**src/rtl/barrel_pkg.sv**
```systemverilog
// Shared definitions for the pipelined barrel shifters (left and right).
package barrel_pkg;

    localparam int DEFAULT_WIDTH   = 32;
    localparam int DEFAULT_SHAMT_W = $clog2(DEFAULT_WIDTH);

    // One pipeline stage entry at the default configuration. Parameterised
    // tops declare an identically shaped struct sized to their own WIDTH.
    typedef struct packed {
        logic                       valid;
        logic [DEFAULT_WIDTH-1:0]   data;
        logic [DEFAULT_SHAMT_W-1:0] amt;
        logic                       fill;
    } stage_entry_t;

    // Fill bit resolved once at acceptance: sign bit for arithmetic shifts,
    // the caller-supplied bit for logical shifts.
    function automatic logic fill_bit(input logic arith, input logic shift_in, input logic msb);
        return arith ? msb : shift_in;
    endfunction

endpackage

```
**src/rtl/barrel_shifter_right_pipe_shr_stage.sv**
```systemverilog
// Combinational conditional right shift by a fixed distance, vacated MSBs
// set to the fill bit. One instance per pipeline stage.
module shr_stage #(
    parameter int WIDTH = 32,
    parameter int DIST  = 1
) (
    input  logic [WIDTH-1:0] data_in,
    input  logic             shift_en,
    input  logic             fill,
    output logic [WIDTH-1:0] data_out
);

    logic [DIST-1:0] fill_bits;

    for (genvar gi = 0; gi < DIST; gi++) begin : g_fill
        assign fill_bits[gi] = fill;
    end

    assign data_out = shift_en ? {fill_bits, data_in[WIDTH-1:DIST]} : data_in;

endmodule

```
**src/rtl/barrel_shifter_right_pipe.sv**
```systemverilog
// Pipelined right barrel shifter. Stage k resolves amount bit SHAMT_W-1-k
// (MSB first); the last stage register is the output. Flow control is
// bubble-collapsing: a stage loads whenever it is empty or its content moves on.
module barrel_shifter_right_pipe
    import barrel_pkg::*;
#(
    parameter int WIDTH   = DEFAULT_WIDTH,
    parameter int SHAMT_W = $clog2(WIDTH)
) (
    input  logic               Clock,
    input  logic               Reset,
    input  logic               InValid,
    output logic               InReady,
    input  logic [WIDTH-1:0]   In,
    input  logic [SHAMT_W-1:0] ShiftAmount,
    input  logic               ShiftIn,
    input  logic               Arith,
    output logic               OutValid,
    input  logic               OutReady,
    output logic [WIDTH-1:0]   Out
);

    typedef struct packed {
        logic               valid;
        logic [WIDTH-1:0]   data;
        logic [SHAMT_W-1:0] amt;
        logic               fill;
    } entry_t;

    entry_t           stage_reg [SHAMT_W];
    entry_t           src       [SHAMT_W];
    logic [WIDTH-1:0] shifted   [SHAMT_W];
    logic [SHAMT_W-1:0] load;
    logic             in_fire;
    logic             unused_tail;

    // Ready chain: a stage may load if it is empty or its successor may load;
    // the output stage may load if empty or being drained.
    always_comb begin
        load[SHAMT_W-1] = !stage_reg[SHAMT_W-1].valid || OutReady;
        for (int k = SHAMT_W - 2; k >= 0; k--) begin
            load[k] = !stage_reg[k].valid || load[k+1];
        end
    end

    assign InReady = !Reset && load[0];
    assign in_fire = InValid && InReady;

    for (genvar gi = 0; gi < SHAMT_W; gi++) begin : g_stage
        if (gi == 0) begin : g_head
            assign src[gi] = {in_fire, In, ShiftAmount, fill_bit(Arith, ShiftIn, In[WIDTH-1])};
        end else begin : g_body
            assign src[gi] = stage_reg[gi-1];
        end

        shr_stage #(
            .WIDTH (WIDTH),
            .DIST  (1 << (SHAMT_W - 1 - gi))
        ) u_shr (
            .data_in  (src[gi].data),
            .shift_en (src[gi].amt[SHAMT_W-1-gi]),
            .fill     (src[gi].fill),
            .data_out (shifted[gi])
        );
    end

    // Stage registers: clear on reset, otherwise load the predecessor's
    // shifted entry when allowed; payload only updates for a real operation.
    always_ff @(posedge Clock) begin
        if (Reset) begin
            for (int k = 0; k < SHAMT_W; k++) begin
                stage_reg[k] <= '0;
            end
        end else begin
            for (int k = 0; k < SHAMT_W; k++) begin
                if (load[k]) begin
                    stage_reg[k].valid <= src[k].valid;
                    if (src[k].valid) begin
                        stage_reg[k].data <= shifted[k];
                        stage_reg[k].amt  <= src[k].amt;
                        stage_reg[k].fill <= src[k].fill;
                    end
                end
            end
        end
    end

    assign OutValid = stage_reg[SHAMT_W-1].valid;
    assign Out      = stage_reg[SHAMT_W-1].data;

    // Amount and fill have no consumer after the final stage.
    assign unused_tail = ^{stage_reg[SHAMT_W-1].amt, stage_reg[SHAMT_W-1].fill};

endmodule

```
**config.mk**
```make
export PLATFORM = sky130hd
export DESIGN_NAME = barrel_shifter_right_pipe
export DESIGN_NICKNAME = d
export VERILOG_FILES = /design/src/rtl/barrel_pkg.sv /design/src/rtl/barrel_shifter_right_pipe_shr_stage.sv /design/src/rtl/barrel_shifter_right_pipe.sv
export SDC_FILE = /design/constraint.sdc
export NUM_CORES = 1
export LEC_CHECK = 0
export CAP_MARGIN = 20
export CORE_MARGIN = 4
export CORE_UTILIZATION = 50
export DETAILED_ROUTE_END_ITERATION = 8
export GPL_TIMING_DRIVEN = 0
export PLACE_DENSITY_LB_ADDON = 0.08
export SYNTH_ARGS = -nofsm -noshare
export SYNTH_HDL_FRONTEND = slang
export SYNTH_SLANG_ARGS = --single-unit
```
**constraint.sdc**
```tcl
create_clock -name Clock -period 3 [get_ports Clock]
set_input_delay 0.45 -clock Clock [delete_from_list [all_inputs] [get_ports Clock]]
set_output_delay 0.45 -clock Clock [all_outputs]
set_load 0.02 [all_outputs]
```
==> impl_metrics.json, run 1 <==
{
  "critPathLaunch": "OutReady",
  "fin_skew_ns": 0.00723,
  "finalSetupTns_ns": 0,
  "criticalPathCategory": "input port to primary output",
  "yosys_warnings": 0,
  "drt_iter0_markers": 207,
  "status": "finished, final reports clean",
  "r2r-start": "stage_reg[4][38]",
  "antenna_found_initial": 0,
  "syn_area_um2": 8140,
  "p_per_area_nw_per_um2": 601,
  "max-slew-margin-rel": 0.427,
  "end_kind": "primary output",
  "max-clock-path-buffers": 2,
  "track_usage": 0.156,
  "vias_per_cell": 4.81,
  "whs_path_depth": 3,
  "clkTransAtPathRegs_ns": 0.06,
  "synth_edf_count": 179,
  "cts_root_buffer": "clkbuf_16",
  "drive_gt1_frac": 0.132,
  "hold_end": "stage_reg[0][37]",
  "dp_hpwl_mm": 10.3,
  "yosysSeqAreaShare": 0.661,
  "synth_area_per_cell_um2": 13.8,
  "n_fill_cell": 1300,
  "postCtsSetupBuffers": 0,
  "maxCapViolations": 0,
  "synth.most_common_cell": "edfxtp_1",
  "synth_top_area_cell": "edfxtp_1",
  "nNetsFinal": 729,
  "finalCriticalPeriod_ns": 2.56,
  "grt_overflow_total": 0,
  "clkLatencyLatePin_ns": 0.42,
  "cts_buffers": 17,
  "cts_htree_levels": 4,
  "drt_wl_total_mm": 13.2,
  "die_width_um": 136,
  "wire_per_inst_um": 14.4,
  "finalCritPeriodShare": 0.852,
  "area_growth_pct": 21.1,
  "n_antenna_cell": 0,
  "fin_ws_ns": 0.443,
  "grt_pass1_wl_mm": 22.0,
  "hold_viol": 0,
  "fin_area_um2": 9860,
  "die_area_um2": 18400,
  "io_pins": 77,
  "ant_nets": 0,
  "synth_cells": 588,
  "synth_seq_cells": 179,
  "fp.dieH_um": 136,
  "hp-start": "ShiftAmount[4]",
  "worst_slew_pin_slew_ns": 0.860,
  "dr.pass1.iters": 4,
  "hp-class": "input port to flop",
  "start_util": 0.512,
  "rr_worst_depth": 5,
  "dpl_cell_area_um2": 9220,
  "startpoint_type": "input port",
  "place.gp.congestion": 0.840,
  "ys_async_sr_fraction": 0,
  "grt_pass1_vias": 4501,
  "cp.arrival_ns": 2.11,
  "preCtsSetupSlack_ns": 0.0412,
  "rows": 46,
  "peakVddDrop_uv": 434,
  "p_leak_nw": 3.74,
  "cp.required_ns": 2.55,
  "synth_ff_type": "edfxtp_1",
  "maxSlewViolCount": 0,
  "cts_tree": "yes",
  "clock_sinks": 179,
  "crit_fanout": 10,
  "portBuffers": 75,
  "grt_start_max_net_pins": 38,
  "yosys-top-cells-count": "edfxtp_1 (179), nor2_1 (133), mux2i_1 (130), nand2b_1 (35), a21oi_2 (20)",
  "coreArea_um2": 15900,
  "num_vias": 4400,
  "r2r-end": "stage_reg[4][31]",
  "setup_violations": 0,
  "synth_nets": 631,
  "synth_cell_types": 23,
  "fmax_mhz": 391,
  "largest_reg_flops": 179,
  "reg2reg_slack_ns": 1.03,
  "rsz0062_at_grt": "false",
  "drcViolationCount": 0,
  "synth_area_leaders": "edfxtp_1 (66%), mux2i_1 (16%), nor2_1 (6.1%)",
  "synth_top_cell_area_share": 0.661
}
[cell families (layout without fill, tap and decap cells)]
group / after synthesis / in the layout / synth area share
simple gates: 198 / 198 / 0.110
compound gates: 36 / 36 / 0.0325
buf+inv: 44 / 155 / 0.0357
flops: 179 / 179 / 0.661
mux: 131 / 131 / 0.161
[worst max-delay path by stage]
stage	endpoint	slack [ns]	cells after the start
2_1_floorplan	stage_reg[4][10]	0.80	4
3_3_place_gp	InReady	0.05	6
3_5_place_dp	InReady	0.04	6
4_1_cts	InReady	0.02	6
5_1_grt	InReady	0.32	6
6_report	InReady	0.44	6
[power by group]
| part | leakage (nW) | total [mW] | switching (mW) | internal, mW |
|---|---|---|---|---|
| registers | 1.89 | 3.08 | 0.0909 | 2.99 |
| logic | 1.56 | 0.612 | 0.319 | 0.293 |
| clock network | 0.291 | 2.23 | 0.911 | 1.32 |
[routing by layer]
metal | GRT usage | wire (um) | vias up
met2 | 0.288 | 7180 | 99
met5 | 0 | 0 | -
met1 | 0.173 | 5270 | 1997
met4 | 0.0594 | 223 | 0
li1 | - | - | 2288
met3 | 0.0360 | 498 | 16
[placed cells by master (no fill, tap or decap), types with 3 or more instances in the layout]
master / n
nor2_1: 133
and2_1: 17
buf_6: 13
buf_2: 19
clkinv_4: 6
clkbuf_16: 17
a21oi_2: 20
clkbuf_1: 9
a21oi_1: 11
mux2i_1: 130
edfxtp_1: 179
nand2_1: 8
clkdlybuf4s50_1: 74
nand2b_1: 34
bufinv_16: 3
[through the flow]
stage,total power [mW],std cells,util,hold slack [ns]
final,5.92,915,0.620,0.496
after global routing,6.16,915,0.620,0.498
after detailed placement,3.75,882,0.580,0.515
after floorplan,3.52,588,-,0.497
after CTS,5.97,914,0.619,0.486
after global placement,3.73,879,0.576,0.501
[what timing repair did]
item | 4_1_cts | 5_1_grt
hold buffers | 0 | 0
setup endpoints to repair | 0 | 1
resized for setup | 0 | 1
[worst max-delay path, stage by stage]
cell and delay, ns:
clkdlybuf4s50_1 0.49, and4b_1 0.22, a21o_2 0.27, inv_2 0.15
buf_2 0.26, dlymetal6s2s_1 0.26
[final cells by class]
cell class                      count  area [um2]  share of cell area
Sequential cell                   179        5380               0.545
Multi-Input combinational cell    365        2470               0.251
Timing Repair Buffer               79         838              0.0851
Clock buffer                       18         429              0.0435
Buffer                             41         279              0.0283
Tap cell                          216         270              0.0274
Clock inverter                     14         180              0.0183
Inverter                            3        11.3             0.00114
No activity file was read; power rests on OpenSTA's default activity.
==> run 2: changes to the inputs <==
RECOVER_POWER = 25   (was not set)
==> run 2 against run 1 <==
Net effect: via count rose by 0.16%; final cell count unchanged; die area unchanged; critical path depth unchanged; global-route usage is the same; utilization is 0.38 points lower; cell area shrank 0.61%; flip-flop and latch count unchanged; first-iteration DRC count up 0.97%; total power shrank 0.20%.
==> impl_metrics.json, run 2 (same netlist as run 1, synthesis figures left out) <==
{
  "wire_per_inst_um": 14.4,
  "area_growth_pct": 20.4,
  "finalCritPeriodShare": 0.882,
  "start_util": 0.512,
  "io_pins": 77,
  "criticalPathCategory": "input port to primary output",
  "drive_gt1_frac": 0.120,
  "worst_slew_pin_slew_ns": 1.38,
  "end_kind": "primary output",
  "num_vias": 4407,
  "cp.arrival_ns": 2.20,
  "maxCapViolations": 0,
  "drcViolationCount": 0,
  "fp.dieH_um": 136,
  "p_leak_nw": 3.70,
  "dr.pass1.iters": 4,
  "cp.required_ns": 2.55,
  "preCtsSetupSlack_ns": 0.0412,
  "layout_common_cells": "edfxtp_1 (179), nor2_1 (133), mux2i_1 (130)",
  "hold_viol": 0,
  "status": "finished, final reports clean",
  "p_per_area_nw_per_um2": 603,
  "antenna_found_initial": 0,
  "vias_per_cell": 4.82,
  "layout_commonest_cell": "edfxtp_1",
  "cts_htree_levels": 4,
  "grt_start_max_net_pins": 38,
  "startpoint_type": "input port",
  "clock_sinks": 179,
  "clkLatencyLatePin_ns": 0.42,
  "die_area_um2": 18400,
  "fin_ws_ns": 0.354,
  "rsz0062_at_grt": "false",
  "peakVddDrop_uv": 432,
  "nNetsFinal": 729,
  "crit_fanout": 10,
  "clkTransAtPathRegs_ns": 0.06,
  "largest_reg_flops": 179,
  "n_antenna_cell": 0,
  "max-slew-margin-rel": 0.0830,
  "finalCriticalPeriod_ns": 2.65,
  "coreArea_um2": 15900,
  "drt_iter0_markers": 209,
  "drt_wl_total_mm": 13.2,
  "die_width_um": 136,
  "fin_skew_ns": 0.00710,
  "cts_tree": "yes",
  "dp_hpwl_mm": 10.3,
  "track_usage": 0.156,
  "cts_root_buffer": "clkbuf_16",
  "grt_overflow_total": 0,
  "hp-class": "input port to flop",
  "grt_pass1_wl_mm": 22.0,
  "maxSlewViolCount": 0,
  "fmax_mhz": 378,
  "grt_pass1_vias": 4501,
  "portBuffers": 75,
  "rows": 46,
  "finalSetupTns_ns": 0,
  "holdBufCountCts": 0,
  "cts_buffers": 17,
  "ant_nets": 0,
  "place.gp.congestion": 0.840,
  "setup_violations": 0,
  "max-clock-path-buffers": 2
}
## run 2: changes by cell type in the layout (fill, tap and decap cells not counted), moves of 2 or more
| cell | delta |
|---|---|
| dlygate4sd3_1 | +2 |
| buf_6 | -4 |
| and2_0 | +3 |
| and2_1 | -3 |
| clkdlybuf4s50_1 | -2 |
| clkbuf_1 | +7 |
## run 2: metal layers
layer	up-vias	share of wire	GRT usage
met5	-	0	0
met4	0	0.018	0.0594
met3	17	0.038	0.0360
met2	100	0.55	0.288
met1	2003	0.40	0.173
li1	2287	-	-
## run 2: worst max-delay path, cell delays in order
cell            delay (ns)
dlygate4sd3_1         0.57
and4b_1               0.22
a21o_1                0.26
inv_2                 0.17
buf_2                 0.27
dlymetal6s2s_1        0.26
## run 2: worst paths after layout
check	startpoint	endpoint	slack, ns	cells past startpoint
hold / removal	ShiftAmount[4]	stage_reg[0][37]	0.50	3
setup reg to reg	stage_reg[4][38]	stage_reg[3][33]	0.61	4
hold reg to reg	stage_reg[0][1]	stage_reg[1][1]	0.52	1
setup / recovery	OutReady	InReady	0.35	6
## run 2: per-stage QoR
step | instance area [um2] | std cells | hold WS, ns | utilization | total power, mW
after CTS | 9830 | 914 | 0.486 | 0.619 | 5.97
after global placement | 9160 | 879 | 0.501 | 0.576 | 3.73
after global routing | 9800 | 915 | 0.498 | 0.617 | 6.15
after floorplan | 8140 | 588 | 0.497 | - | 3.52
after detailed placement | 9220 | 882 | 0.515 | 0.580 | 3.75
final | 9800 | 915 | 0.498 | 0.617 | 5.91
## run 2: where the power goes
part	internal, mW	leakage (nW)	switching [mW]
Combinational	0.283	1.52	0.319
Clock	1.32	0.291	0.909
Sequential	2.99	1.89	0.0910
Total	4.59	3.70	1.32
## run 2: layout make-up
type | count | area, um2
Multi-Input combinational cell | 365 | 2470
Timing Repair Buffer | 79 | 815
Tap cell | 216 | 270
Fill cell | 1316 | 6090
Inverter | 3 | 11.3
Buffer | 41 | 244
Sequential cell | 179 | 5380
Clock inverter | 14 | 180
Clock buffer | 18 | 429
## run 2: repair_timing
action                     CTS  global route
setup endpoints to repair    0             1
buffers inserted             0             0
gates resized for setup      0             1
==> run 3: changes to the inputs <==
clock period = 3.15 ns   (was 3 ns; I/O delays follow)
==> run 3 against run 2 <==
Net effect: global-route usage stayed put; worst hold slack improved by 0.021 ns; sequential share of layout area about the same; worst setup slack worse by 0.19 ns; highest routed layer unchanged; largest power group unchanged; critical endpoint unchanged; via count fell by 0.11%; clock power is 5% lower; non-clock buffer count stayed put.
==> impl_metrics.json, run 3 (same netlist as run 1, synthesis figures left out) <==
{
  "post_cts_resized": 0,
  "start_util": 0.512,
  "clkTransAtPathRegs_ns": 0.06,
  "nNetsFinal": 729,
  "hp-class": "input port to flop",
  "finalCritPeriodShare": 0.949,
  "coreArea_um2": 15900,
  "die_width_um": 136,
  "post-route-util": 0.617,
  "status": "finished, final reports clean",
  "hold_viol": 0,
  "num_vias": 4402,
  "worst_slew_pin_slew_ns": 1.38,
  "cts_buffers": 17,
  "io_pins": 77,
  "cts_tree": "yes",
  "grt_start_max_net_pins": 38,
  "n_fill_cell": 1316,
  "grt_overflow_total": 0,
  "grt_pass1_wl_mm": 22.0,
  "fp.dieH_um": 136,
  "cp.arrival_ns": 2.52,
  "portBuffers": 75,
  "area_growth_pct": 20.4,
  "finalCriticalPeriod_ns": 2.99,
  "peakVddDrop_uv": 411,
  "layout_common_cells": "edfxtp_1 (179), nor2_1 (133), mux2i_1 (130)",
  "layout_commonest_cell": "edfxtp_1",
  "drive_gt1_frac": 0.122,
  "drt_iter0_markers": 198,
  "criticalPathCategory": "input port to primary output",
  "drt_wl_total_mm": 13.2,
  "clock_sinks": 179,
  "rows": 46,
  "fin_skew_ns": 0.00659,
  "antenna_found_initial": 0,
  "postCtsSetupBuffers": 0,
  "crit_fanout": 10,
  "place.gp.congestion": 0.840,
  "cts_htree_levels": 4,
  "max-slew-margin-rel": 0.0821,
  "fmax_mhz": 334,
  "setup_violations": 0,
  "dp_hpwl_mm": 10.3,
  "maxCapViolations": 0,
  "end_kind": "primary output",
  "startpoint_type": "input port",
  "p_leak_nw": 3.69,
  "finalSetupTns_ns": 0,
  "clkLatencyLatePin_ns": 0.42,
  "cts_root_buffer": "clkbuf_16",
  "maxSlewViolCount": 0,
  "rsz0062_at_grt": "false",
  "max-clock-path-buffers": 2,
  "track_usage": 0.156,
  "cp.required_ns": 2.68,
  "p_per_area_nw_per_um2": 574,
  "die_area_um2": 18400,
  "regArea_um2": 5380,
  "dr.pass1.iters": 4,
  "grt_pass1_vias": 4501,
  "wire_per_inst_um": 14.4,
  "vias_per_cell": 4.81,
  "multi_input_area_um2": 2470,
  "ant_nets": 0,
  "drcViolationCount": 0,
  "n_antenna_cell": 0,
  "holdBufCountCts": 0,
  "largest_reg_flops": 179
}
-- run 3: stage by stage --
| stage | power, mW | cells | setup slack [ns] | hold WS (ns) | instance area (um2) |
|---|---|---|---|---|---|
| floorplan | 3.35 | 588 | 0.945 | 0.497 | 8140 |
| detailed placement | 3.57 | 882 | 0.146 | 0.515 | 9220 |
| global route | 5.85 | 915 | 0.0352 | 0.521 | 9790 |
| global placement | 3.55 | 879 | 0.150 | 0.501 | 9160 |
| CTS | 5.68 | 914 | 0.130 | 0.509 | 9830 |
| finish | 5.62 | 915 | 0.159 | 0.519 | 9790 |
-- run 3: where the power goes --
part	internal, mW	switching [mW]	leakage (nW)
Sequential	2.84	0.0871	1.89
Clock	1.26	0.863	0.291
Combinational	0.270	0.303	1.51
-- run 3: metal layers --
layer	global-route usage	vias up	routed length [um]
met1	0.173	1989	5240
met3	0.0360	16	530
met4	0.0594	0	229
met2	0.288	106	7180
met5	0	-	0
li1	-	2291	-
-- run 3: path summary, 6_finish.rpt --
| kind | depth (start not counted) | endpoint | slack [ns] | start |
|---|---|---|---|---|
| max | 6 | InReady | 0.16 | OutReady |
| min | 3 | stage_reg[0][37] | 0.52 | ShiftAmount[4] |
| max reg2reg | 4 | stage_reg[3][33] | 0.77 | stage_reg[4][38] |
| min reg2reg | 1 | stage_reg[1][1] | 0.52 | stage_reg[0][1] |
-- run 3: cell type report --
type                       count  share of cell area
sequential                   179               0.549
multi-input combinational    365               0.252
timing repair buffer          79              0.0829
clock buffer                  18              0.0438
tap                          216              0.0276
buffer                        41              0.0249
clock inverter                14              0.0184
inverter                       3             0.00115
-- run 3: worst max-delay path: stages --
cell	delay [ns]
clkdlybuf4s50_1	0.49
and4b_1	0.21
a21o_2	0.27
inv_2	0.15
buf_2	0.27
clkdlybuf4s50_1	0.65
